**config.mk**
```make
export PLATFORM = sky130hd
export DESIGN_NAME = gray_ptr_receiver
export DESIGN_NICKNAME = d
export VERILOG_FILES = /design/src/rtl/gray_ptr_receiver.sv
export SDC_FILE = /design/constraint.sdc
export NUM_CORES = 1
export LEC_CHECK = 0
export ABC_AREA = 1
export CAP_MARGIN = 5
export CELL_PAD_IN_SITES_DETAIL_PLACEMENT = 2
export CELL_PAD_IN_SITES_GLOBAL_PLACEMENT = 2
export CORE_MARGIN = 5
export CORE_UTILIZATION = 25
export CTS_BUF_LIST = sky130_fd_sc_hd__clkbuf_2
export DETAILED_ROUTE_END_ITERATION = 16
export PLACE_DENSITY = 0.72
export REMOVE_ABC_BUFFERS = 1
export SYNTH_ARGS = -nofsm -noshare
export SYNTH_HDL_FRONTEND = slang
export SYNTH_SLANG_ARGS = --single-unit
export TNS_END_PERCENT = 20
```
**constraint.sdc**
```tcl
create_clock -name clk -period 3.1 [get_ports clk]
set_clock_uncertainty 0.2 [all_clocks]
set_input_delay 0.62 -clock clk [delete_from_list [all_inputs] [get_ports clk]]
set_output_delay 0.62 -clock clk [all_outputs]
set_load 0.01 [all_outputs]
```
**src/rtl/gray_ptr_receiver.sv**
```systemverilog
// Far-side gray pointer receiver for an async FIFO: syncs the remote gray pointer,
// decodes both pointers and registers occupancy, empty/full and almost flags.
// Optional sticky gray-step checker built when GRAY_CHECK_EN is defined.
module gray_ptr_receiver #(
  parameter int unsigned ADDR_W    = 4,
  parameter bit          READ_SIDE = 1'b1,
  parameter int unsigned ALMOST_TH = 2
) (
  input  logic              clk,
  input  logic              rst,
  input  logic [ADDR_W:0]   local_gray_i,
  input  logic [ADDR_W:0]   remote_gray_i,
  output logic [ADDR_W:0]   remote_bin_o,
  output logic [ADDR_W:0]   level_o,
  output logic              flag_o,
  output logic              almost_o,
  output logic              gray_err_o
);

  localparam int unsigned PTR_W = ADDR_W + 1;
  localparam int unsigned DEPTH = 2 ** ADDR_W;

  localparam logic [PTR_W-1:0] DEPTH_P   = PTR_W'(DEPTH);
  localparam logic [PTR_W-1:0] AEMPTY_P  = PTR_W'(ALMOST_TH);
  localparam logic [PTR_W-1:0] AFULL_P   = PTR_W'(DEPTH - ALMOST_TH);
  localparam logic             FLAG_RST   = READ_SIDE;
  localparam logic             ALMOST_RST = READ_SIDE ? 1'b1 : (ALMOST_TH == DEPTH);

  function automatic logic [PTR_W-1:0] gray2bin(input logic [PTR_W-1:0] g);
    logic [PTR_W-1:0] b;
    b[PTR_W-1] = g[PTR_W-1];
    for (int i = int'(PTR_W) - 2; i >= 0; i--) begin
      b[i] = b[i+1] ^ g[i];
    end
    return b;
  endfunction

  logic [PTR_W-1:0] sync1_q, sync2_q;
  logic [PTR_W-1:0] remote_bin_q, remote_bin_d;
  logic [PTR_W-1:0] level_q, level_d;
  logic [PTR_W-1:0] local_bin_c;
  logic             flag_q, flag_d;
  logic             almost_q, almost_d;

  // Occupancy is plain modular subtraction; wrap needs no special handling.
  always_comb begin
    remote_bin_d = gray2bin(sync2_q);
    local_bin_c  = gray2bin(local_gray_i);
    level_d      = READ_SIDE ? (remote_bin_d - local_bin_c) : (local_bin_c - remote_bin_d);
    flag_d       = READ_SIDE ? (level_d == '0) : (level_d == DEPTH_P);
    almost_d     = READ_SIDE ? (level_d <= AEMPTY_P) : (level_d >= AFULL_P);
  end

  always_ff @(posedge clk) begin
    if (!rst) begin
      sync1_q      <= '0;
      sync2_q      <= '0;
      remote_bin_q <= '0;
      level_q      <= '0;
      flag_q       <= FLAG_RST;
      almost_q     <= ALMOST_RST;
    end else begin
      sync1_q      <= remote_gray_i;
      sync2_q      <= sync1_q;
      remote_bin_q <= remote_bin_d;
      level_q      <= level_d;
      flag_q       <= flag_d;
      almost_q     <= almost_d;
    end
  end

  assign remote_bin_o = remote_bin_q;
  assign level_o      = level_q;
  assign flag_o       = flag_q;
  assign almost_o     = almost_q;

`ifdef GRAY_CHECK_EN
  logic [PTR_W-1:0] prev_q;
  logic [PTR_W-1:0] step_c;
  logic             gray_err_q, gray_err_d;

  // More than one bit changing between synchronized samples is an illegal gray step.
  always_comb begin
    step_c     = sync2_q ^ prev_q;
    gray_err_d = gray_err_q | ((step_c & (step_c - PTR_W'(1))) != '0);
  end

  always_ff @(posedge clk) begin
    if (!rst) begin
      prev_q     <= '0;
      gray_err_q <= 1'b0;
    end else begin
      prev_q     <= sync2_q;
      gray_err_q <= gray_err_d;
    end
  end

  assign gray_err_o = gray_err_q;
`else
  assign gray_err_o = 1'b0;
`endif

endmodule

```
# After elaboration in Yosys (flattened, before gate mapping)
# Cells that the tools add are included.
# W data, S select, Z words.
# classes
addsub	1
bitwise	8
order_cmp	1
reduce_logical	1
# ops
cell	n
$xor A1 B1 Y1	8
$le A5 B2 Y1 const B	1
$logic_not A5 Y1	1
$sub A5 B5 Y5	1
# word_totals
in_bits	12
word_cells	17
ff_bits	22

# Longest topological paths before layout
# logic_depth
ltp_word	6
mapped_depth	18
ltp_nobuf	18

# Least setup slack after synthesis
# No wires, ideal clock.
# synth_timing
path_kind	input-to-reg
start	input port local_gray_i[3]
end	register almost_q, in the netlist almost_o
path_stages	18
path_buffers	0
slack_ns	0.430
t_required_ns	2.788
arrival_time_ns	2.358
path_cell_list	inv_1 -> nand2_1 -> nand3_2 -> nand2_4 -> xor2_1 -> xor2_1 -> inv_1 -> ha_1 -> inv_1 -> fa_1 -> inv_1 -> nor2_2 -> nand3_2 -> nand2_1 -> nand2_2 -> inv_2 -> nor2_4 -> nor2_2
# synth_via
elab_chain_len	6
# synth_rtl
item	line	text
start: declaration	11	input logic [ADDR_W:0] local_gray_i,
$xor A1 B1 Y1 *	33	b[i] = b[i+1] ^ g[i];
$xor A1 B1 Y1 (3 in a row)	33	
$sub A5 B5 Y5 *	49	level_d = READ_SIDE ? (remote_bin_d - local_bin_c) : (local_bin_c - remote_bin_d);
$le A5 B2 Y1 *	51	almost_d = READ_SIDE ? (level_d <= AEMPTY_P) : (level_d >= AFULL_P);
end signal: assignment	68	almost_q <= almost_d;
end: declaration	43	logic almost_q, almost_d;
# Mark *: on every way between the ends. The rest lies on a longest branch, timed or not.
# A chain may end at the register's enable or synchronous reset.

# Final worst setup path
# layout_timing
start	input port local_gray_i[3]
end	register flag_q, in the netlist flag_o
# layout_via
elab_chain_len	6
# layout_rtl
item	line	text
$xor A1 B1 Y1 * (3 in a row)	33	
$xor A1 B1 Y1	33	
$sub A5 B5 Y5 *	49	
net level_d[1]	40	logic [PTR_W-1:0] level_q, level_d;
$logic_not A5 Y1 *	50	flag_d = READ_SIDE ? (level_d == '0) : (level_d == DEPTH_P);
end signal: assignment	67	flag_q <= flag_d;
end: declaration	42	logic flag_q, flag_d;
# The timed path passes the listed nets; every way through them passes the cells marked *.

==> flow_metrics.tcl <==
set metrics [dict create \
    postRouteWirelength_um 2520 \
    total_power_uw 763 \
    clock_latency_ps 330 \
    post_synth_num_cell_types 20 \
    floorplan.die.width_um 75.0 \
    r2r_end "flag_o$_SDFF_PN1_" \
    clkSlewWorstSetupHoldPaths_ps 210 \
    synth_top_cell_area_share_pct 41.8 \
    pin_count 25 \
    grt_pass1_vias 998 \
    total_congestion_overflow 0 \
    num_vias 893 \
    cts_htree_levels 1 \
    placementRows 23 \
    grt_first_pass_wirelength_um 4220 \
    clock_path_buffers 2 \
    synthesis.instances 139 \
    ant_nets 0 \
    holdBufCountCts 0 \
    grt_setup_unrepaired "false" \
    mappedNetlistArea_sq_mm 0.00105 \
    synth_enable_flop_cells 0 \
    critical_path.max_fanout 3 \
    setup-violations-final 0 \
    number_of_cells_on_the_worst_reg_to_reg_path 16 \
    yosys_warnings 0 \
    max_slew.worst_pin.slew_ps 649 \
    grt_util_all_layers_pct 10.0 \
    synth.avg_cell_area_sq_um 7.59 \
    instance_count_along_the_most_critical_hold_path 2 \
    via_per_inst 4.13 \
    layout_setup_ws_ps 162 \
    power.clock.fraction_pct 26.4 \
    cts_setup_buffers 0 \
    hold_ws_ps 236 \
    layout-area-overhead-vs-synth_pct 33.3 \
    port_buffers 23 \
    timing.hold.worst.start "sync1_q[2]$_SDFF_PN0_" \
    timing.final.crit_share_pct 94.8 \
    power.net_switching_uw 229 \
    hold_viol 0 \
    power_leakage_nw 0.762 \
    synth_seq_area_share_pct 41.8 \
    seqPwrFrac_pct 42.0 \
    setup_tns_ps 0 \
    final_period_minus_worst_setup_slack_ps 2940 \
    design.core.area_sq_mm 0.00406 \
    placed_instance_count 212 \
    synth_area_leaders "dfxtp_1, nand2_1, inv_1" \
    crit_required_ps 3190 \
    multi_input_comb_area_sq_um 493 \
    synth.cells.most_frequent "nand2_1, inv_1, dfxtp_1" \
    status "complete, no violations" \
    layout.area.seq_sq_um 440 \
    power_density_mw_per_mm2 542 \
    placement.setup.worst_slack_ps -267 \
    cts_inserted_buffers 3 \
    switching_share_pct 30.0 \
    comb_power_share_pct 31.5 \
    timing.final.max_slew_violations 0 \
    start_kind "primary input" \
    timing.critical_path.to_type "register" \
    synth_most_common_cell "nand2_1" \
    hold_path_end "sync2_q[2]$_SDFF_PN0_" \
    async_reset_ff_share_pct 0 \
    num-fill-cells 459 \
    signal_arrival_time_at_the_worst_endpoint_ps 3030 \
    cts_tree "done" \
    number_of_antenna_violations_at_the_first_check_in_global_routing 0 \
    reg2reg_from "sync2_q[4]$_SDFF_PN0_" \
    critPathKind "primary input to register" \
    synth_area_leader_cell "dfxtp_1" \
    clock_sinks 22 \
    worstHoldPathType "register to register" \
    p_int_uw 534 \
    first_pass_iters 2 \
    worst_ir_drop_vdd_mv 0.255 \
    grt_max_degree 18 \
    drt_iter0_drcs 9 \
    clock.fmax_mhz 340 \
    drive_above_1_share_pct 19.9 \
    timing.max_cap.violations 0 \
    cts_root_buf "clkbuf_2" \
    final_cell_count_no_fill 216 \
    synth_ff_type "dfxtp_1" \
    hpwlAfterDp_um 2130 \
    slew_headroom_pct 56.6 \
    routed_wire_length_per_instance_um 11.7 \
    ff2ff_setup_slack_ps 380 \
    finalWeightedCongestion 0.770 \
    antennaDiodeCount 0 \
    drcViolationCount 0 \
    die_area_sq_mm 0.00562 \
    die_h_um 75.0 \
    initial_core_util_pct 26.0 \
    finish.net_count 182 \
    synth.ff_latch_count 22 \
]
==> sequential cells by signal, summed over array words and instances (netlist names) <==
register	count
level_o	5
sync1_q	5
sync2_q	5
almost_o	1
flag_o	1
remote_bin_o	5
==> cell usage in the layout, fill, tap and decap left out <==
master	n
nand3_2	5
clkdlybuf4s50_1	23
buf_4	3
nand2_4	4
a21oi_1	1
nor2_1	7
nand2_1	40
inv_2	4
clkbuf_2	3
inv_1	26
conb_1	1
nand3_1	7
nor2_2	2
fa_1	1
xnor2_2	1
dfxtp_1	22
xor2_2	1
nor2_4	1
nand2_2	8
bufinv_16	1
xor2_1	3
ha_1	2
==> what timing repair did <==
action,4_1_cts,5_1_grt
setup endpoints to repair,0,2
endpoints found under the hold margin,0,0
resized for setup,0,1
==> power groups by stage <==
stage / sequential (mW) / clock, mW / combinational [mW]
final: 0.321 / 0.202 / 0.241
after global routing: 0.324 / 0.221 / 0.269
after CTS: 0.322 / 0.210 / 0.246
after detailed placement: 0.327 / 0 / 0.244
after global placement: 0.326 / 0 / 0.232
after floorplan: 0.339 / 0 / 0.128
==> cells by family after synthesis <==
| kind of cell | after synthesis | share of synthesized area [%] |
|---|---|---|
| adder cells (fa/ha/maj) | 3 | 4.27 |
| XOR/XNOR | 5 | 4.86 |
| buffers and inverters | 33 | 12.2 |
| AND/OR/NAND/NOR | 74 | 36.1 |
| other | 1 | 0.356 |
| flip-flops | 22 | 41.8 |
| AO/OA/AOI/OAI | 1 | 0.474 |
==> stage by stage <==
step | util [%] | area (sq um)
after floorplan | - | 1040
after global routing | 34.7 | 1410
after detailed placement | 33.4 | 1350
final | 34.7 | 1410
after global placement | 33.4 | 1350
after CTS | 34.5 | 1400
==> metal layers <==
metal	global-route usage (%)	vias up	wire length, um	part of all wire, %
met5	0	-	0	0
met4	1.78	0	21	0.83
met3	3.20	2	138	5.5
met2	19.8	21	1390	55
met1	10.2	418	966	38
li1	-	452	-	-
==> cell type report <==
class,instances,share of cell area (%)
multi-input cells,84,35.1
flip-flops and latches,22,31.3
clock inverters,1,2.14
clock buffers,3,1.07
inverters,30,8.01
repair buffers,26,18.0
well taps,50,4.45
==> worst max-delay path by stage <==
stage                          startpoint                  end  slack (ps)
final                     local_gray_i[3]    flag_o$_SDFF_PN1_         160
after global routing      local_gray_i[4]    flag_o$_SDFF_PN1_           4
after CTS                 local_gray_i[3]    flag_o$_SDFF_PN1_          80
after detailed placement  local_gray_i[3]  almost_o$_SDFF_PN1_        -270
after global placement    local_gray_i[4]  almost_o$_SDFF_PN1_        -140
after floorplan           local_gray_i[3]  almost_o$_SDFF_PN1_         430
==> critical path, cell delays in order <==
cell	delay (ps)
clkdlybuf4s50_1	520
inv_1	80
nand2_1	110
nand3_2	90
nand2_4	90
xor2_2	160
xor2_1	160
inv_1	50
ha_1	190
inv_1	90
fa_1	440
nor2_1	130
nand2_1	60
nor2_1	100
nand2_1	80
nand2_1	50
Note: power is estimated with default switching activity, not from simulation.
